**src/rtl/burst_sdr_ctrl.sv**
```systemverilog
// Burst transfer sequencer for the serial shift-register datapath (SDR/SP/CNT).
// Runs one-direction byte bursts, owns the port direction and the per-byte timeout.
module burst_sdr_ctrl #(
    parameter int              LEN_W    = 8,
    parameter int              TO_W     = 16,
    parameter logic [TO_W-1:0] TIMEOUT  = 16'd50000,
    parameter int              TURN_CYC = 4
) (
    input  logic             E_CLK,
    input  logic             RESET,
    input  logic             start,
    input  logic             dir,
    input  logic [LEN_W-1:0] len,
    input  logic             abort,
    output logic             busy,
    output logic             done,
    output logic             err_timeout,
    output logic             err_overrun,
    output logic [LEN_W-1:0] bytes_left,
    input  logic [7:0]       tx_data,
    input  logic             tx_valid,
    output logic             tx_ready,
    output logic [7:0]       rx_data,
    output logic             rx_valid,
    input  logic             rx_ready,
    output logic             sp_output,
    output logic             sdr_wr,
    output logic [7:0]       sdr_wdata,
    input  logic             shift_done,
    input  logic [7:0]       sdr_rdata
);

    localparam logic [2:0] ST_IDLE     = 3'd0;
    localparam logic [2:0] ST_TURN     = 3'd1;
    localparam logic [2:0] ST_TX_FETCH = 3'd2;
    localparam logic [2:0] ST_TX_SHIFT = 3'd3;
    localparam logic [2:0] ST_RX_SHIFT = 3'd4;
    localparam logic [2:0] ST_RX_HOLD  = 3'd5;
    localparam logic [2:0] ST_FINISH   = 3'd6;

    localparam int              TC_W      = (TURN_CYC > 1) ? $clog2(TURN_CYC) : 1;
    localparam logic [TC_W-1:0] TURN_LOAD = TC_W'(TURN_CYC - 1);
    localparam logic [TC_W-1:0] TURN_ZERO = {TC_W{1'b0}};
    localparam logic [TC_W-1:0] TURN_ONE  = {{(TC_W-1){1'b0}}, 1'b1};
    localparam logic [TO_W-1:0] TO_ZERO   = {TO_W{1'b0}};
    localparam logic [TO_W-1:0] TO_ONE    = {{(TO_W-1){1'b0}}, 1'b1};
    localparam logic [TO_W-1:0] TO_LAST   = TIMEOUT - TO_ONE;
    localparam logic [LEN_W:0]  CNT_ZERO  = {(LEN_W+1){1'b0}};
    localparam logic [LEN_W:0]  CNT_ONE   = {{LEN_W{1'b0}}, 1'b1};
    localparam logic [LEN_W:0]  CNT_FULL  = {1'b1, {LEN_W{1'b0}}};
    localparam logic [LEN_W-1:0] LEN_ZERO = {LEN_W{1'b0}};

    logic [2:0]      state_r;
    logic [2:0]      state_s;
    logic            dir_r;
    logic [LEN_W:0]  cnt_r;
    logic [TC_W-1:0] turn_cnt_r;
    logic [TO_W-1:0] to_cnt_r;
    logic            need_turn_s;
    logic            to_expire_s;
    logic            aborting_s;
    logic            cnt_last_s;

    // TX wants sp_output=1 (dir=0), RX wants 0 (dir=1): a turn is needed when they match
    assign need_turn_s = (sp_output == dir);
    assign to_expire_s = (to_cnt_r == TO_LAST);
    assign aborting_s  = abort && (state_r != ST_IDLE);
    assign cnt_last_s  = (cnt_r == CNT_ONE);
    assign tx_ready    = (state_r == ST_TX_FETCH);
    assign bytes_left  = cnt_r[LEN_W-1:0];

    // Next-state selection; abort overrides everything except IDLE and FINISH
    always_comb begin
        state_s = state_r;
        case (state_r)
            ST_IDLE: begin
                if (start) begin
                    if (need_turn_s) begin
                        state_s = ST_TURN;
                    end else if (dir) begin
                        state_s = ST_RX_SHIFT;
                    end else begin
                        state_s = ST_TX_FETCH;
                    end
                end else begin
                    state_s = ST_IDLE;
                end
            end
            ST_TURN: begin
                if (turn_cnt_r == TURN_ZERO) begin
                    state_s = dir_r ? ST_RX_SHIFT : ST_TX_FETCH;
                end else begin
                    state_s = ST_TURN;
                end
            end
            ST_TX_FETCH: begin
                if (tx_valid) begin
                    state_s = ST_TX_SHIFT;
                end else begin
                    state_s = ST_TX_FETCH;
                end
            end
            ST_TX_SHIFT: begin
                if (shift_done) begin
                    state_s = cnt_last_s ? ST_FINISH : ST_TX_FETCH;
                end else if (to_expire_s) begin
                    state_s = ST_FINISH;
                end else begin
                    state_s = ST_TX_SHIFT;
                end
            end
            ST_RX_SHIFT: begin
                if (shift_done) begin
                    state_s = ST_RX_HOLD;
                end else if (to_expire_s) begin
                    state_s = ST_FINISH;
                end else begin
                    state_s = ST_RX_SHIFT;
                end
            end
            ST_RX_HOLD: begin
                if (rx_ready) begin
                    state_s = cnt_last_s ? ST_FINISH : ST_RX_SHIFT;
                end else begin
                    state_s = ST_RX_HOLD;
                end
            end
            ST_FINISH: state_s = ST_IDLE;
            default:   state_s = ST_IDLE;
        endcase
        if (aborting_s && (state_r != ST_FINISH)) begin
            state_s = ST_FINISH;
        end else begin
            state_s = state_s;
        end
    end

    // State, datapath and status registers
    always_ff @(posedge E_CLK) begin
        if (RESET) begin
            state_r     <= ST_IDLE;
            busy        <= 1'b0;
            done        <= 1'b0;
            err_timeout <= 1'b0;
            err_overrun <= 1'b0;
            rx_data     <= 8'd0;
            rx_valid    <= 1'b0;
            sp_output   <= 1'b0;
            sdr_wr      <= 1'b0;
            sdr_wdata   <= 8'd0;
            dir_r       <= 1'b0;
            cnt_r       <= CNT_ZERO;
            turn_cnt_r  <= TURN_ZERO;
            to_cnt_r    <= TO_ZERO;
        end else begin
            state_r <= state_s;
            busy    <= (state_s != ST_IDLE);
            done    <= (state_s == ST_FINISH);
            sdr_wr  <= 1'b0;

            // Timeout counter restarts on every state entry
            if (state_s != state_r) begin
                to_cnt_r <= TO_ZERO;
            end else if ((state_r == ST_TX_SHIFT) || (state_r == ST_RX_SHIFT)) begin
                to_cnt_r <= to_cnt_r + TO_ONE;
            end else begin
                to_cnt_r <= to_cnt_r;
            end

            case (state_r)
                ST_IDLE: begin
                    if (start) begin
                        dir_r       <= dir;
                        cnt_r       <= (len == LEN_ZERO) ? CNT_FULL : {1'b0, len};
                        err_timeout <= 1'b0;
                        err_overrun <= 1'b0;
                        if (need_turn_s) begin
                            sp_output  <= ~dir;
                            turn_cnt_r <= TURN_LOAD;
                        end
                    end
                end
                ST_TURN: begin
                    if (turn_cnt_r != TURN_ZERO) begin
                        turn_cnt_r <= turn_cnt_r - TURN_ONE;
                    end
                end
                ST_TX_FETCH: begin
                    if (tx_valid && !aborting_s) begin
                        sdr_wdata <= tx_data;
                        sdr_wr    <= 1'b1;
                    end
                end
                ST_TX_SHIFT: begin
                    if (!aborting_s) begin
                        if (shift_done) begin
                            cnt_r <= cnt_r - CNT_ONE;
                        end else if (to_expire_s) begin
                            err_timeout <= 1'b1;
                        end
                    end
                end
                ST_RX_SHIFT: begin
                    if (!aborting_s) begin
                        if (shift_done) begin
                            rx_data  <= sdr_rdata;
                            rx_valid <= 1'b1;
                        end else if (to_expire_s) begin
                            err_timeout <= 1'b1;
                        end
                    end
                end
                ST_RX_HOLD: begin
                    // A byte finishing while the previous one is still held is lost
                    if (shift_done) begin
                        err_overrun <= 1'b1;
                    end
                    if (rx_ready && !aborting_s) begin
                        rx_valid <= 1'b0;
                        cnt_r    <= cnt_r - CNT_ONE;
                    end
                end
                ST_FINISH: sdr_wr <= 1'b0;
                default:   sdr_wr <= 1'b0;
            endcase

            if (aborting_s) begin
                sp_output <= 1'b0;
                rx_valid  <= 1'b0;
            end
        end
    end

endmodule
```
**config.mk**
```make
export PLATFORM = sky130hd
export DESIGN_NAME = burst_sdr_ctrl
export DESIGN_NICKNAME = d
export VERILOG_FILES = /design/src/rtl/burst_sdr_ctrl.sv
export SDC_FILE = /design/constraint.sdc
export NUM_CORES = 1
export LEC_CHECK = 0
export CAP_MARGIN = 20
export CORE_ASPECT_RATIO = 1.75
export CORE_UTILIZATION = 55
export CTS_CLUSTER_DIAMETER = 100
export DETAILED_ROUTE_END_ITERATION = 7
export HOLD_SLACK_MARGIN = 0.06
export PLACE_DENSITY = 0.87
export RECOVER_POWER = 50
export SYNTH_ARGS = -nofsm -noshare
export SYNTH_HDL_FRONTEND = slang
export SYNTH_SLANG_ARGS = --single-unit
```
**constraint.sdc**
```tcl
create_clock -name E_CLK -period 5.1 [get_ports E_CLK]
set_input_delay 1.02 -clock E_CLK [delete_from_list [all_inputs] [get_ports E_CLK]]
set_output_delay 1.02 -clock E_CLK [all_outputs]
set_load 0.02 [all_outputs]
```
# Word level (Yosys, flattened, before mapping)
# Index checks and enable logic that the tools add are counted.
[op_classes]
muxes = 35
n_bitwise = 3
n_eq_ne = 22
n_reduce_logical = 30
add_sub_neg = 3
[ops]
columns = ["op", "n"]
rows = [
  ["$mux W9", 5],
  ["$mux W3", 9],
  ["$pmux W9 S3", 1],
  ["$ne A2 B2 Y1 const B", 10],
  ["$pmux W3 S6", 1],
  ["$add A16 B1 Y16 const B", 1],
  ["$eq A16 B16 Y1 const B", 1],
  ["$mux W2", 7],
  ["$reduce_and A3 Y1", 4],
  ["$reduce_and A5 Y1", 2],
  ["$reduce_bool A2 Y1", 5],
  ["$eq A3 B3 Y1 const B", 3],
  ["$eq A9 B1 Y1 const B", 1],
  ["$reduce_bool A3 Y1", 3],
  ["$sub A9 B1 Y9 const B", 1],
  ["$logic_not A8 Y1", 1],
  ["$mux W1", 8],
  ["$reduce_or A2 Y1", 4],
  ["$eq A3 B2 Y1 const B", 2],
  ["$pmux W1 S2", 3],
  ["$logic_and A1 B1 Y1", 4],
  ["$pmux W2 S2", 1],
  ["$reduce_and A2 Y1", 2],
  ["$reduce_and A4 Y1", 1],
  ["11 further kinds", 13],
]
[totals]
register_bits = 54
input_bits = 32
elab_cells = 107
output_inout_bits = 32

# Logic depth before layout (Yosys ltp)
# Gate-level depths: netlist of the first run.
[logic_depth]
depth_word = 7
depth_mapped = 9
ltp_nobuf = 8

# Worst setup path before layout of the first run
# No wires, ideal clock.
[synth_path]
path_type = "input -> register"
start = "input port dir"
end = "register to_cnt_r[12]"
required_time_ns = 5.038
path_slack_ns = 2.501
setup_ns = 0.062
arrival_time_ns = 2.537
cell_stages = 9
n_path_buf = 1
cell_sequence = "inv_1 ha_1 nand3b_1 a211oi_2 a2111oi_1 o21ai_1 nand4_4 buf_12 nor2_4"
[synth_between]
elab_chain_len = 7
elab_cells_between_ends = 8
cone_classes = "2 x eq/ne; 5 x mux; 1 x reduce/logical"
[synth_rtl]
columns = ["element", "line", "rtl"]
rows = [
  ["start: declaration", "12", "input logic dir,"],
  ["$eq A1 B1 Y1 / $mux W3 (equally long branches)", "65, 80", ""],
  ["$mux W3 *", "78", "if (need_turn_s) begin"],
  ["$mux W3 *", "77", "if (start) begin"],
  ["$pmux W3 S6 *", "75", "case (state_r)"],
  ["$mux W3 *", "131", "if (aborting_s && (state_r != ST_FINISH)) begin"],
  ["$ne A3 B3 Y1 *", "162", "if (state_s != state_r) begin"],
  ["$reduce_or A2 Y1 (no line) *", "n/a", ""],
  ["end signal: assignment", "165", "to_cnt_r <= to_cnt_r + TO_ONE;"],
  ["end signal: assignment", "167", "to_cnt_r <= to_cnt_r;"],
  ["end: declaration", "58", "logic [TO_W-1:0] to_cnt_r;"],
]
# Every way passes the cells marked *; elsewhere a longest branch is shown, timed or not.
# A chain may end at the register's enable or synchronous reset.

# Final worst setup path of the first run
[layout_path]
start = "input port start"
end = "register to_cnt_r[2]"
[layout_between]
elab_chain_len = 5
[layout_rtl]
columns = ["element", "line", "rtl"]
rows = [
  ["start: declaration", "11", "input logic start,"],
  ["$mux W3", "77", ""],
  ["$pmux W3 S6", "75", ""],
  ["$mux W3", "131", ""],
  ["$ne A3 B3 Y1", "162", ""],
  ["$reduce_or A2 Y1 (no line)", "n/a", ""],
]
# No other way between the ends.

==> impl_results.md, run 1 <==
- Final ANT Viol Nets: 0
- Setup_tns: 0 ns
- Post-synth EDFFs: 0
- Clk_lat worst skew: approximately 0.32 ns
- CP Launch Type: input pin
- Final hold viol count: 0
- Placed insts: approximately 430
- Initial antenna violation count: 0
- CTS tree: done
- Min Tclk post-route: slightly below 4 ns
- Vias per cell: 5.90
- Num rows: 35
- Final total power: ~1600 uW
- Slowest CP cell: nor4b_1
- Max Clock Freq: ~0.26 GHz
- Clk pwr share: a little under a fifth
- Largest area contributor in the netlist: dfxtp_1
- Slowest stage delay, CP: 1.38 ns
- CTS root buf: clkbuf_8
- WP depth: 7
- Critical path buffer and inverter count: 1
- Power Density: 454 mW/mm^2
- Int Power: ~940 uW
- Ant. Diodes: 0
- Worst hold stages: 1
- Die H: 99.5 um
- First-pass GRT wire length: around 11 mm
- Maxcap violations: 1
- Clock skew: approximately 0.0065 ns
- Register area share after synthesis: between 30 and 40%
- Combinational share of power: between 40% and 50%
- Die area: ~0.0057 mm^2
- 1st-pass router iterations: 6
- Crit share post-route: between 70% and 80%
- Reg2reg path depth: 6
- Failing checks: design-rule violations, max-capacitance violations, max-slew violations
- Status: finished with violations
- GP Congestion: ~0.92
- Area Growth Syn to Fin: 21.5%
- Synth Instances: ~340
- Routed wire per std cell: 15.3 um
- Clock sinks: 54
- Chip Width: approximately 58 um
- Clock slew at reported path FFs: roughly 0.1 ns
- Drt drc: 7
- Worst-Margin Slew: 1.76 ns
- DRT iter0 DRCs: 93
- H-tree depth: 2
- Switching Fraction: 42.7%
- Yosys top cell area share: between 30 and 40%
- Post-CTS Setup Inserts: 0
- Max-slew headroom: -18.7%
- I/O Pins: 64
- IO Port Bufs: 63
- Vias: 2602
- Unique cell type count in the Yosys netlist: 64
- Delay-heaviest family, CP: simple AND/OR/NAND/NOR gates
- Layout fillers: 408
- Static leakage: around 0.0014 uW
- Post-DP HPWL: approximately 5.0 mm
- Crit path DAT: between 4 and 5 ns
- Layout Cells excl Fill: ~440
- Main synth FF type: dfxtp_1
- Worst-case clock buffer depth: 2
- Net switching power figure: between 700 and 800 uW
- Crit path kind: input pin to flop
- Final Max Tran Viols: 10
- Largest net degree at the start of global routing: 38
- Worst endpoint required time: 5.34 ns
- Syn Nets: between 300 and 400
- Vias in the first global route: between 2k and 3k
- Syn Area/Cell: roughly 8.9 um^2
- CTS Hold Bufs: 0
- Post_cts resized: 0
- Post-Route WL: 6.75 mm
- Starting Density: ~57%
- CORE AREA: roughly 0.0053 mm^2
- Worst setup EP type: flop
- Overflow after GRT: 0
- Reg2reg setup slack: ~1.7 ns
- Tot GR Track Use: between 20% and 30%
- #FFs+latches synth: 54
- Max VDD drop: roughly 0.28 mV
- Sequential share of power: between 30% and 40%
- Area contributors post-synth: dfxtp_1, nor2_1, mux2i_1
- Cell Chain, Critical Path: dlygate4sd3_1, nor4b_1, nand2_1, nand4_1, o2bb2ai_2, nand4_4, nor2_1
- CTS Buf Count: 5
- Synth warn: 0
- Share of layout cells above drive strength 1: between 8 and 9%
- Critical-path maximum fanout: 16
- Setup violators final: 0
- Min-Delay Path Class: flop to flop
- RSZ-0062 raised after global routing: false
- FFs w/ async S/R, synth: 0%
- Nets: 423
- Post-Syn Area: about 0.0030 mm^2
-- final timing paths --
check | start | end
hold / removal | turn_cnt_r[0]$_SDFFE_PP0P_ | turn_cnt_r[0]$_SDFFE_PP0P_
hold reg to reg | turn_cnt_r[0]$_SDFFE_PP0P_ | turn_cnt_r[0]$_SDFFE_PP0P_
setup reg to reg | state_r[1]$_SDFF_PP0_ | to_cnt_r[2]$_SDFFE_PP0N_
setup / recovery | start | to_cnt_r[2]$_SDFFE_PP0N_
-- power groups by stage --
| stage | clock (uW) | sequential (uW) | combinational [uW] |
|---|---|---|---|
| floorplan | 0 | 574 | 652 |
| global route | 322 | 620 | 815 |
| detailed placement | 0 | 621 | 764 |
| CTS | 307 | 611 | 766 |
| global placement | 0 | 615 | 748 |
| finish | 300 | 606 | 744 |
-- stage by stage --
stage          worst slack [ns]  instance area (um^2)  util [%]  hold slack, ns
6_report                   1.19                  3630      69.1           0.487
2_1_floorplan              2.50                  2990         -           0.437
5_1_grt                   0.961                  3630      69.1           0.530
4_1_cts                    1.85                  3650      69.5           0.489
3_3_place_gp               1.69                  3530      67.2           0.466
3_5_place_dp               1.59                  3530      67.2           0.475
-- synth_stat cells (4+ instances only) --
master / count
and3_1: 4
xnor2_1: 6
inv_1: 8
mux2i_1: 18
nor2_1: 49
buf_4: 11
and2_1: 4
o21ai_0: 7
nor2_4: 9
a21oi_1: 16
ha_1: 6
dfxtp_1: 54
nor2b_1: 4
xor2_1: 10
a211oi_1: 6
nor3_1: 7
nand2b_1: 7
clkbuf_1: 6
nand2_1: 29
nand4_1: 8
o22ai_1: 5
a31oi_1: 6
-- routing by layer --
layer  share of wire (%)  track usage [%]  vias up
li1                    -                -     1284
met1                  38             25.4     1246
met2                  56             46.5       59
met3                 3.4             4.81       13
met4                 2.4             12.5        0
met5                   0                0        -
-- cell families (layout without fill, tap and decap cells) --
logic type      Yosys count  after routing  synth area share [%]
simple gates            149            149                  29.2
compound gates           63             63                  14.9
xor+xnor                 16             16                  4.69
mux                      18             18                  6.03
fa+ha+maj                 6              6                  2.51
buf+inv                  31             80                  6.45
flops                    54             54                  36.2
-- cell type report --
class,count,area (um^2),share of cell area [%]
Timing Repair Buffer,64,638,17.6
Multi-Input combinational cell,252,1700,46.7
Sequential cell,54,1080,29.8
Tap cell,55,68.8,1.90
Clock inverter,3,48.8,1.34
Inverter,8,30.0,0.827
Clock buffer,5,68.8,1.90
-- cell usage in the layout, fill, tap and decap left out, drive strengths merged, types with 3 or more instances in the layout --
cell type	count
ha	6
o21ai	10
a211oi	7
nand4	9
nor4	5
and2	5
o21a	3
nor2b	4
inv	9
dfxtp	54
dlygate4sd3	34
and3	4
a31oi	7
mux2i	18
clkdlybuf4s50	29
nand3	4
xnor2	6
xor2	10
o22ai	5
nand2	29
nor2	59
nand2b	7
a21oi	16
nor3	7
clkbuf	5
-- state kept, by name (all words and copies together) (netlist names) --
register and count:
busy 1, cnt_r 9, dir_r 1, done 1, err_overrun 1, err_timeout 1, rx_data 8, rx_valid 1
sdr_wdata 8, sdr_wr 1, sp_output 1, state_r 3, to_cnt_r 16, turn_cnt_r 2
No activity file was read; power rests on OpenSTA's default activity.
==> run 2, diff against run 1 <==
CORE_UTILIZATION = 51   (was 55)
PLACE_DENSITY = 0.82   (was 0.87)
clock period = 3.9 ns   (was 5.1 ns; I/O delays follow)
==> impl_results.md, run 2 (same netlist as run 1, synthesis figures left out) <==
- CTS tree: done
- Placed insts: 455 (+5.1%)
- Vias: 2605 (+0.12%)
- Static leakage: 0.00140 uW (about the same)
- Clock skew: 0.00575 ns (-0.000792 ns)
- Commonest non-fill, non-tap cell in the layout: dfxtp_1
- Final Max Tran Viols: 0 (-10)
- Worst endpoint required time: 4.14 ns (-1.20 ns)
- Max FFs per register: 16 (unchanged)
- Post-CTS Setup Inserts: 0 (unchanged)
- Min-Delay Path Class: flop to flop
- Crit path DAT: 3.36 ns (-0.80 ns)
- Maxcap violations: 0 (-1)
- Chip Width: 59.9 um (+3.7%)
- Switching Fraction: 43.9% (+1.2 points)
- Num rows: 36 (+2.9%)
- Critical-path maximum fanout: 16 (unchanged)
- Initial antenna violation count: 0 (unchanged)
- Layout Cells excl Fill: 462 (+4.8%)
- Starting Density: 53.5% (-3.4 points)
- Int Power: 1180 uW (+24%)
- Power Density: 575 mW/mm^2 (+27%)
- Top Registers: to_cnt_r: 16 flops, cnt_r: 9 flops
- Worst setup EP type: flop
- Setup_tns: 0 ns (unchanged)
- CTS Hold Bufs: 0 (unchanged)
- Clock slew at reported path FFs: 0.09 ns (about the same)
- Post_cts resized: 0 (unchanged)
- Final ANT Viol Nets: 0 (unchanged)
- IO Port Bufs: 63 (unchanged)
- Min Tclk post-route: around 3.1 ns
- Die area: 0.00618 mm^2 (+7.6%)
- Clk pwr share: 14.7% (-3.5 points)
- Vias per cell: 5.64 (-4.4%)
- Setup violators final: 0 (unchanged)
- CTS root buf: clkbuf_8
- CTS Buf Count: 5 (unchanged)
- Largest Register: to_cnt_r
- Vias in the first global route: 2458 (-3.1%)
- Final hold viol count: 0 (unchanged)
- Max Clock Freq: around 0.32 GHz
- Status: completed
- Post-Route WL: 6.79 mm (+0.55%)
- Clock sinks: 54 (unchanged)
- Ant. Diodes: 0 (unchanged)
- Drt drc: 0 (-7)
- Crit path kind: input pin to flop
- Max VDD drop: 0.461 mV (+62%)
- Die H: 103 um (+3.8%)
- Most frequent cells in the layout: dfxtp_1, nor2_1, dlygate4sd3_1, clkdlybuf4s50_1, nand2_1
- Tot GR Track Use: 22.8% (-2.1 points)
- Combinational share of power: 48.5% (+3.4 points)
- Crit share post-route: roughly four fifths
- Area Growth Syn to Fin: 21.9%
- Worst-Margin Slew: 0.846 ns (-0.909 ns)
- Nets: 424 (+0.24%)
- CORE AREA: 0.00559 mm^2 (+6.3%)
- Max-slew headroom: 43.5% (+62 points)
- Net switching power figure: 920 uW (+31%)
- GP Congestion: 0.872 (-5.1%)
- Overflow after GRT: 0 (unchanged)
- CP Launch Type: input pin
- H-tree depth: 2 (unchanged)
- DRT iter0 DRCs: 146 (+57%)
- Routed wire per std cell: 14.7 um (-4.0%)
- Sequential share of power: 36.7% (about the same)
- Worst hold stages: 1 (unchanged)
- 1st-pass router iterations: 4 (-2)
- Clk_lat worst skew: 0.31 ns (about the same)
- RSZ-0062 raised after global routing: false
- I/O Pins: 64 (unchanged)
- Post-DP HPWL: 5.20 mm (+4.0%)
- Reg2reg path depth: 6 (unchanged)
- Share of layout cells above drive strength 1: 8.55% (+0.26 points)
- First-pass GRT wire length: 10.8 mm (-3.7%)
- Worst-case clock buffer depth: 2 (unchanged)
- Largest net degree at the start of global routing: 26 (-32%)
-- run 2: final timing paths --
check | slack [ns] | end | start
hold reg to reg | 0.48 | turn_cnt_r[0]$_SDFFE_PP0P_ | turn_cnt_r[0]$_SDFFE_PP0P_
setup / recovery | 0.78 | to_cnt_r[2]$_SDFFE_PP0N_ | dir
setup reg to reg | 1.24 | to_cnt_r[2]$_SDFFE_PP0N_ | state_r[0]$_SDFF_PP0_
hold / removal | 0.48 | turn_cnt_r[0]$_SDFFE_PP0P_ | turn_cnt_r[0]$_SDFFE_PP0P_
-- run 2: power by group through the flow --
stage	clock, uW	sequential, uW	combinational [uW]
6_report	309	770	1020
5_1_grt	343	783	1120
4_1_cts	322	771	1040
3_5_place_dp	0	783	1040
3_3_place_gp	0	779	1010
2_1_floorplan	0	750	852
-- run 2: per-stage QoR --
stage | util [%] | cell area (um^2) | worst slack, ns | power [uW] | hold WS, ns
final | 65.3 | 3640 | 0.778 | 2100 | 0.480
after global routing | 65.3 | 3640 | 0.520 | 2240 | 0.510
after floorplan | - | 2990 | 1.54 | 1600 | 0.437
after global placement | 63.9 | 3570 | 0.738 | 1790 | 0.450
after detailed placement | 63.9 | 3570 | 0.635 | 1820 | 0.467
after CTS | 65.3 | 3650 | 0.975 | 2130 | 0.480
-- run 2: area by class of cell --
cell class / instances / area, um^2
sequential: 54 / 1080
tap: 76 / 95.1
clock buffer: 5 / 68.8
fill: 499 / 1940
clock inverter: 2 / 13.8
inverter: 8 / 30.0
timing repair buffer: 65 / 646
multi-input combinational: 252 / 1710
-- run 2: per-layer routing --
metal / global-route usage, % / vias up / share of wire [%]
li1: - / 1284 / -
met1: 21.9 / 1238 / 38
met2: 43.9 / 66 / 56
met3: 5.10 / 17 / 3.9
met4: 10.7 / 0 / 2.6
met5: 0 / - / 0
-- run 2: critical path, stage by stage --
cell             delay (ns)
clkdlybuf4s50_1        0.51
inv_1                  0.08
ha_1                   0.31
nand3b_1               0.09
a211oi_1               0.56
a2111oi_1              0.13
o21ai_1                0.24
nand4_4                0.43
nor2_1                 0.22
==> run 3, diff against run 2 <==
CORE_UTILIZATION = 46   (was 51)
PLACE_DENSITY = 0.78   (was 0.82)
clock period = 2.6 ns   (was 3.9 ns; I/O delays follow)
==> impl_results.md, run 3 (same netlist as run 1, synthesis figures left out) <==
- Vias per cell: 5.39 (-4.3%)
- Final total power: 3410 uW (+63%)
- Tot GR Track Use: 20.9% (-1.9 points)
- Worst-Margin Slew: 0.619 ns (-0.227 ns)
- Final Core Density: 61.0% (-4.3 points)
- Reg2reg setup slack: 0.39 ns (-0.85 ns)
- Clock slew at reported path FFs: 0.09 ns (about the same)
- Most frequent cells in the layout: dfxtp_1, nor2_1, dlygate4sd3_1, clkdlybuf4s50_1, nand2_1
- Nets: 438 (+3.3%)
- CTS root buf: clkbuf_8
- I/O Pins: 64 (unchanged)
- GP Congestion: 0.883 (+1.3%)
- Crit share post-route: about nine tenths
- Min Tclk post-route: around 2.4 ns
- Post-DP HPWL: 5.36 mm (+3.0%)
- Maxcap violations: 0 (unchanged)
- Layout fillers: 550 (+10%)
- Initial antenna violation count: 0 (unchanged)
- Largest net degree at the start of global routing: 22 (-15%)
- Overflow after GRT: 0 (unchanged)
- Multi-input combinational cell area: 0.00172 mm^2 (+0.29%)
- Area Growth Syn to Fin: 27.1%
- Setup_tns: 0 ns (unchanged)
- Worst endpoint required time: 2.81 ns (-1.33 ns)
- Max FFs per register: 16 (unchanged)
- First-pass GRT wire length: 11.4 mm (+5.6%)
- RSZ-0062 raised after global routing: false
- Critical-path maximum fanout: 8 (-8)
- Min-Delay Path Class: flop to flop
- Status: completed
- Die H: 109 um (+5.2%)
- R2R Path Start: state_r[2]$_SDFF_PP0_
- Vias: 2589 (-0.61%)
- IO Port Bufs: 63 (unchanged)
- Max Clock Freq: between 0.4 and 0.5 GHz
- 1st-pass router iterations: 4 (unchanged)
- Net switching power figure: 1400 uW (+52%)
- Clk pwr share: 16.1% (+1.4 points)
- Largest Register: to_cnt_r
- End of the critical path: rx_data[0]$_SDFFE_PP0P_
- Routed wire per std cell: 14.1 um (-3.7%)
- Int Power: 2010 uW (+71%)
- Post-CTS Setup Inserts: 0 (unchanged)
- Static leakage: 0.00148 uW (+5.4%)
- CTS tree: done
- Worst setup EP type: flop
- Share of layout cells above drive strength 1: 11.3% (+2.7 points)
- H-tree depth: 2 (unchanged)
- Final ANT Viol Nets: 0 (unchanged)
- Clock skew: 0.00815 ns (+0.00239 ns)
- Post-Route WL: 6.79 mm (about the same)
- Die area: 0.00684 mm^2 (+11%)
- Num rows: 38 (+5.6%)
- Vias in the first global route: 2541 (+3.4%)
- Switching Fraction: 41.1% (-2.8 points)
- Crit path kind: input pin to flop
- CORE AREA: 0.00623 mm^2 (+12%)
- Max-slew headroom: 58.7% (+15 points)
- Drt drc: 0 (unchanged)
- Ant. Diodes: 0 (unchanged)
- CTS Hold Bufs: 0 (unchanged)
- Reg2reg path depth: 8 (+2)
- Commonest non-fill, non-tap cell in the layout: dfxtp_1
- Chip Width: 62.9 um (+5.1%)
- Sequential share of power: 33.0% (-3.7 points)
- Clock sinks: 54 (unchanged)
- Clk_lat worst skew: 0.31 ns (about the same)
- Worst-case clock buffer depth: 2 (unchanged)
- Final Max Tran Viols: 0 (unchanged)
- CP Launch Type: input pin
- Starting Density: 48.0% (-5.5 points)
- Post_cts resized: 0 (unchanged)
- Critical R2R Capture: to_cnt_r[5]$_SDFFE_PP0N_
- CTS Buf Count: 5 (unchanged)
- Final hold viol count: 0 (unchanged)
- Combinational share of power: 50.9% (+2.4 points)
- Setup violators final: 0 (unchanged)
- Register area: 0.00108 mm^2 (unchanged)
- Final hold slack: 0.476 ns (-0.00432 ns)
- Power Density: 897 mW/mm^2 (+56%)
- Max VDD drop: 0.557 mV (+21%)
- Crit path DAT: 2.58 ns (-0.78 ns)
- Top Registers: to_cnt_r: 16 flops, cnt_r: 9 flops
- CP Launch Point: shift_done
- DRT iter0 DRCs: 189 (+29%)
-- run 3: power by group through the flow --
stage                     Sequential [uW]  Combinational, uW  Clock, uW
after floorplan                      1130               1280          0
after global placement               1140               1730          0
after detailed placement             1150               1760          0
after CTS                            1130               1770        563
after global routing                 1150               1880        599
final                                1130               1730        548
-- run 3: layout make-up --
cell class              count  area share, %
flip-flops and latches     54           28.5
multi-input cells         252           45.2
well taps                  80           2.64
clock buffers               5           1.81
repair buffers             79           20.1
inverters                   8          0.791
clock inverters             2           1.02
-- run 3: metal layers --
metal	vias up	track usage, %	part of all wire [%]
li1	1314	-	-
met1	1203	21.6	38
met2	58	39.8	56
met3	14	3.56	2.8
met4	0	10.1	2.7
met5	-	0	0
-- run 3: worst min-delay path by stage --
stage | slack (ns) | endpoint | start | depth (start not counted)
4_1_cts | 0.48 | turn_cnt_r[0]$_SDFFE_PP0P_ | turn_cnt_r[0]$_SDFFE_PP0P_ | 1
3_5_place_dp | 0.47 | turn_cnt_r[0]$_SDFFE_PP0P_ | turn_cnt_r[0]$_SDFFE_PP0P_ | 1
5_1_grt | 0.51 | turn_cnt_r[0]$_SDFFE_PP0P_ | turn_cnt_r[0]$_SDFFE_PP0P_ | 1
6_report | 0.48 | turn_cnt_r[0]$_SDFFE_PP0P_ | turn_cnt_r[0]$_SDFFE_PP0P_ | 1
3_3_place_gp | 0.45 | turn_cnt_r[0]$_SDFFE_PP0P_ | turn_cnt_r[0]$_SDFFE_PP0P_ | 1
2_1_floorplan | 0.44 | turn_cnt_r[0]$_SDFFE_PP0P_ | turn_cnt_r[0]$_SDFFE_PP0P_ | 1
-- run 3: per-stage QoR --
stage,cells,instance area (um^2),setup WS (ns)
2_1_floorplan,337,2990,0.501
3_3_place_gp,473,3700,0.0229
3_5_place_dp,473,3700,-0.0456
4_1_cts,480,3810,0.226
5_1_grt,480,3800,0.0806
6_report,480,3800,0.222
-- run 3: worst max-delay path: stages --
cell and delay [ns]:
dlygate4sd3_1 0.65, clkbuf_1 0.30, nand2_1 0.16, nor4_4 0.16, clkbuf_1 0.48, mux2i_1 0.26, nor2_1 0.05
